--- config.mk ---
export PLATFORM = sky130hd
export DESIGN_NAME = uart_msg_printer
export DESIGN_NICKNAME = d
export VERILOG_FILES = /design/src/rtl/uart_msg_printer.sv
export SDC_FILE = /design/constraint.sdc
export NUM_CORES = 1
export LEC_CHECK = 0
export CAP_MARGIN = 20
export CORE_MARGIN = 2
export CORE_UTILIZATION = 39
export DETAILED_ROUTE_END_ITERATION = 8
export PLACE_DENSITY = 0.83
export REMOVE_ABC_BUFFERS = 1
export SETUP_SLACK_MARGIN = 0.02
export SLEW_MARGIN = 5
export SYNTH_ARGS = -nofsm -noshare
export SYNTH_HDL_FRONTEND = slang
export SYNTH_SLANG_ARGS = --single-unit
--- constraint.sdc ---
create_clock -name clk -period 3.4 [get_ports clk]
set_input_delay 1.02 -clock clk [delete_from_list [all_inputs] [get_ports clk]]
set_output_delay 1.02 -clock clk [all_outputs]
set_load 0.05 [all_outputs]
--- src/rtl/uart_msg_printer.sv ---
// UART message server: a trigger byte selects a NUL-terminated ROM slot, which is
// streamed byte by byte into the UART transmitter. ESC aborts a message in progress.
module uart_msg_printer #(
  parameter int          NUM_MSGS   = 4,
  parameter int          SEL_BITS   = 2,
  parameter int          SLOT_BITS  = 5,
  parameter logic [7:0]  TRIG_BASE  = 8'h30,
  parameter logic [7:0]  ABORT_CHAR = 8'h1B
) (
  input  logic                          clk,
  input  logic                          rst,
  input  logic [7:0]                    rx_data,
  input  logic                          new_rx_data,
  output logic [7:0]                    tx_data,
  output logic                          new_tx_data,
  input  logic                          tx_busy,
  output logic [SEL_BITS+SLOT_BITS-1:0] rom_addr,
  input  logic [7:0]                    rom_data,
  output logic                          busy,
  output logic                          done,
  output logic [SEL_BITS-1:0]           cur_msg
);

  typedef enum logic [1:0] {
    IDLE  = 2'd0,
    FETCH = 2'd1,
    SEND  = 2'd2
  } state_t;

  localparam logic [8:0] MSG_LIMIT = 9'(NUM_MSGS);

  state_t               state;
  logic [SEL_BITS-1:0]  msg;
  logic [SLOT_BITS-1:0] offset;

  logic [7:0] rx_index;
  logic       trigger;
  logic       abort;
  logic       end_of_msg;
  logic       last_offset;
  logic       send_ok;

  // Trigger range test is an 8-bit unsigned difference, so bytes below TRIG_BASE wrap high.
  assign rx_index    = rx_data - TRIG_BASE;
  assign trigger     = new_rx_data && ({1'b0, rx_index} < MSG_LIMIT);
  assign abort       = (state != IDLE) && new_rx_data && (rx_data == ABORT_CHAR);
  assign end_of_msg  = (rom_data == 8'h00);
  assign last_offset = &offset;
  assign send_ok     = (state == SEND) && !abort && !end_of_msg && !tx_busy;

  // Strobe and completion are decided in the SEND cycle itself; reset suppresses both.
  assign new_tx_data = send_ok && !rst;
  assign done        = (state == SEND) && !abort && !rst &&
                       (end_of_msg || (send_ok && last_offset));
  assign tx_data     = rom_data;
  assign busy        = (state != IDLE);
  assign rom_addr    = {msg, offset};
  assign cur_msg     = msg;

  // NOTE: sequential state uses non-blocking assignments so every register
  // samples pre-edge values regardless of statement order.
  always_ff @(posedge clk) begin
    if (rst) begin
      state  <= IDLE;
      msg    <= '0;
      offset <= '0;
    end else begin
      case (state)
        IDLE: begin
          if (trigger) begin
            msg    <= rx_index[SEL_BITS-1:0];
            offset <= '0;
            state  <= FETCH;
          end
        end
        FETCH: begin
          state <= abort ? IDLE : SEND;
        end
        SEND: begin
          if (abort || end_of_msg) begin
            state <= IDLE;
          end else if (!tx_busy) begin
            // On the last slot byte the offset wraps to 0 and is never fetched.
            offset <= offset + 1'b1;
            state  <= last_offset ? IDLE : FETCH;
          end
        end
        default: state <= IDLE;
      endcase
    end
  end

endmodule
; Yosys cells after proc, flatten, opt, wreduce, memory -nomap -nowiden
; Cells that the tools add are included.
[word_totals]
inputBits = 20
elab_cells = 47
register_bits = 9
[classes]
magnitude_cmp = 1
n_eq_ne = 7
addsub = 2
n_reduce_logical = 24
n_mux = 10
[op_table]
columns = cell, n
row1 = 5-bit two-way mux, 3
row2 = 1-bit logical AND, 10
row3 = 5-bit one-hot mux with 2 select lines, 1
row4 = 8-bit by 5-bit equality test with 1-bit output (second input constant), 1
row5 = 8-bit zero test, 1
row6 = 8-bit by 3-bit < comparator with 1-bit output (second input constant), 1
row7 = 2-bit two-way mux, 4
row8 = 8-bit by 6-bit subtractor with 8-bit output (second input constant), 1
row9 = 2-bit inequality test (second input constant), 3
row10 = 2-bit one-hot mux with 3 select lines, 1
row11 = 5-bit by 1-bit adder with 5-bit output (second input constant), 1
row12 = 5-bit AND reduction, 1
row13 = 1-bit zero test, 4
row14 = 2-bit AND reduction, 2
row15 = 4-bit AND reduction, 1
row16 = 2-bit nonzero test, 2
row17 = 3-bit by 2-bit inequality test with 1-bit output (second input constant), 1
row18 = 2-bit by 1-bit equality test with 1-bit output (second input constant), 1
row19 = 2-bit equality test (second input constant), 1
row20 = 2-bit zero test, 1
row21 = 1-bit logical OR, 2
row22 = 1-bit two-way mux, 1

; Longest topological paths before layout
[logic_depth]
depth_word = 10
depth_mapped = 6

; Worst setup path after synthesis
; No wires, ideal clock.
[synth_timing]
path_kind = input-to-output
from = in new_rx_data
to = out new_tx_data
setup_slack_ns = 0.131
t_arrival_ns = 2.249
t_required_ns = 2.380
path_buffers = 0
path_stages = 4
path_cell_list = and3b_2 -> nand4b_1 -> nand3_2 -> nor2_1
[synth_between]
elab_chain_len = 7
[synth_rtl]
columns = item, line_no
row1 = start: declaration, 13  ; input logic new_rx_data,
row2 = 1-bit logical AND (2 in a row), 46  ; assign abort = (state != IDLE) && new_rx_data && (rx_data == ABORT_CHAR);
row3 = 1-bit zero test, 49  ; assign send_ok = (state == SEND) && !abort && !end_of_msg && !tx_busy;
row4 = 1-bit logical AND (3 in a row), 49
row5 = 1-bit logical AND, 52  ; assign new_tx_data = send_ok && !rst;
row6 = end: declaration, 15  ; output logic new_tx_data,
; No other way between the ends.

; Final worst setup path
[layout_timing]
from = in rx_data[5]
to = out new_tx_data
[layout_between]
elab_chain_len = 7
[layout_rtl]
columns = item, line_no
row1 = start: declaration, 12  ; input logic [7:0] rx_data,
row2 = 8-bit by 5-bit equality test with 1-bit output, 46
row3 = 1-bit logical AND, 46
row4 = 1-bit zero test, 49
row5 = 1-bit logical AND (3 in a row), 49
row6 = 1-bit logical AND, 52
; No other way between the ends.

==> results.txt <==
Rel. slew slack - 65.0%
DIE WIDTH - 45.3 um
ys async rst share - 0%
final wirelength - 1900 um
mux contribution to synthesized area - 11.3%
Final Max Tran Viols - 0
H-Tree Depth - 1
CTS tree - built
critical path required time - 2.38 ns
detailed-route DRC error count - 0
startpoint types - input pin
vias - 709
max-cap violation count - 0
Util after Layout - 79.7%
Synth top cells by count - buf_4 (10), dfxtp_1 (9), nor2_1 (9)
cell family contributing the most delay on the critical path - simple AND/OR/NAND/NOR gates
max frequency - 298 MHz
largest family of logic cells by synthesized area - simple AND/OR/NAND/NOR gates
final hold vios - 0
status - finished clean
#FFs+latches synth - 9
layout net count - 141
Worst Hold Class - register to register
Non-Filler Instances - 134
Reg power frac - 38.4%
DIE AREA - 2050 um^2
Crit Path Max Fanout - 3
io pins - 40
CP max stage cell - clkdlybuf4s50_1
Setup TNS Final - 0 ns
critical path depth - 6
Synth Area in XOR/XNOR - 0%
cts hold-fix bufs - 0
core area - 1560 um^2
First DRT Iteration DRCs - 4
Mapped Area - 664 um^2
Synth Warn # - 0
Clock Skew - 0.000751 ns
Max stage delay on crit path - 0.49 ns
height of the die - 45.3 um
Sw Pwr - 0.0770 mW
average size of a mapped cell - 8.98 um^2
Power Density - 222 nW/um^2
worst path arrival time - 2.34 ns
n_diodes - 0
count leader, synth - buf_4
total power - 0.276 mW
worst hold slack - 0.522 ns
dpl cells - 129
Synth Area in Compound Gates - 2.82%
share of the synthesized area in the top cell type - 27.1%
worst path bufs/invs - 2
switching share of power - 27.9%
Critical Path Sink Type - primary output
initial antenna violation count - 0
Leak Pwr - 0.598 nW
Sink Count - 9
synthesized instance count - 74
Port Buffer Count - 39
Final HPWL DP - 1490 um
post-synth top area cell - dfxtp_1
hold depth - 2
Clock power frac - 30.6%
first-pass GRT wire length - 2950 um
Starting Density - 42.6%
Clk Latency, worst-skew pair - 0.27 ns
largest net degree at the start of global routing - 14
clk root buf - clkbuf_4
Routed wire per std cell - 14.2 um
Worst Max-Slew Pin Slew - 0.523 ns
Distinct cells, synth - 29
sequential element share of the synthesized area - 27.1%
final worst slack - 0.0388 ns
peak supply drop - 0.259 mV
layout cell share with drive strength beyond 1 - 31.4%
Post-synth EDFFs - 0
gpl congestion - 0.739
Total Routing Usage GR - 20.7%
Placed Area - 1180 um^2
worst r2r path cells - 5
Post-synth top flop - dfxtp_1
worst setup path class - input pin to primary output
drt pass-1 iters - 4
P_int - 0.199 mW
P&R area growth vs syn - 87.0%
largest cells by area after synthesis - dfxtp_1 (27%), buf_4 (11%), mux2i_1 (9.0%)
# setup viols final - 0
std cell rows - 14
Final Critical Period - 3.36 ns
chain of cells forming the critical path - clkdlybuf4s50_1, and4b_2, nand4b_1, nand3_2, nor2_2, buf_12
TritonCTS Buffers - 3
period utilization - 98.9%
number of vias per cell - 5.29
Antenna Violating Nets Remaining - 0
pre-CTS WS - -0.00179 ns
post-route cell area - 1240 um^2
Worst-path clk slew - 0.06 ns
Simple-Gate Fraction of Synth Area - 42.0%
total grt overflow - 0
Gate power share - 31.0%
clock buffer depth - 2
vias in the first global route - 685
adder-cell share of the synthesized area - 3.77%
## kinds of logic after synthesis
kind of cell / after synthesis
flops: 9
fa+ha+maj: 2
mux: 7
compound gates: 3
simple gates: 40
buf+inv: 13
## worst register-to-register path: stages, from the launching register on
cell	delay, ns
dfxtp_1	0.43
nor2b_1	0.19
and2b_2	0.20
nand3_2	0.10
buf_4	0.17
mux2_4	0.29
## path summary, 6_finish.rpt
check | slack (ns) | from | to
worst max-delay path | 0.04 | rx_data[5] | new_tx_data
worst min-delay path | 0.52 | offset[3]$_SDFFE_PP0P_ | offset[3]$_SDFFE_PP0P_
worst max register to register | 1.91 | state[1]$_SDFFE_PP0P_ | offset[0]$_SDFFE_PP0P_
worst min register to register | 0.52 | offset[3]$_SDFFE_PP0P_ | offset[3]$_SDFFE_PP0P_
## state kept, by name, summed over array words and instances, names as in the netlist
| signal | cells |
|---|---|
| state | 2 |
| offset | 5 |
| cur_msg | 2 |
## cell usage in the layout, fill, tap and decap left out
cell	instances
clkdlybuf4s50_1	24
buf_4	12
buf_12	10
dfxtp_1	9
nor2_1	8
mux2i_1	6
nand3b_1	5
dlymetal6s2s_1	5
nand2_1	3
nand4_1	3
clkbuf_4	3
nor2_2	2
inv_1	2
and3_1	2
nor4_2	2
nor2b_1	2
nand2b_1	2
ha_1	2
and4b_2	1
and3b_2	1
nand4b_1	1
o21ai_1	1
and4_4	1
and2b_2	1
nand3_2	1
nor4b_4	1
nand3_4	1
and3b_1	1
mux2_4	1
a21boi_0	1
and4_1	1
a31oi_1	1
nor3_1	1
clkbuf_1	1
## power by group through the flow
stage	clock network [mW]	logic [mW]	registers (mW)
floorplan	0	0.00823	0.109
finish	0.0844	0.0854	0.106
global placement	0	0.0840	0.108
detailed placement	0	0.0851	0.108
global route	0.0939	0.0898	0.106
CTS	0.0882	0.0854	0.106
## routing by layer
layer | GRT usage [%] | vias to the layer above | routed length (um)
met2 | 34.3 | 29 | 950
met4 | 14.1 | 0 | 50
li1 | - | 346 | -
met3 | 6.80 | 5 | 147
met5 | 0 | - | 0
met1 | 22.0 | 329 | 754
## area by class of cell
| class | instances | area, um^2 |
|---|---|---|
| Timing Repair Buffer | 51 | 593 |
| Multi-Input combinational cell | 52 | 415 |
| Fill cell | 105 | 317 |
| Sequential cell | 9 | 180 |
| Clock buffer | 4 | 26.3 |
| Tap cell | 16 | 20.0 |
| Inverter | 2 | 7.51 |
## timing repair
action | 4_1_cts | 5_1_grt
buffers inserted | 0 | 1
resized for setup | 1 | 9
setup endpoints to repair | 2 | 2
pin swaps | 1 | 4
No activity file was read; power rests on OpenSTA's default activity.
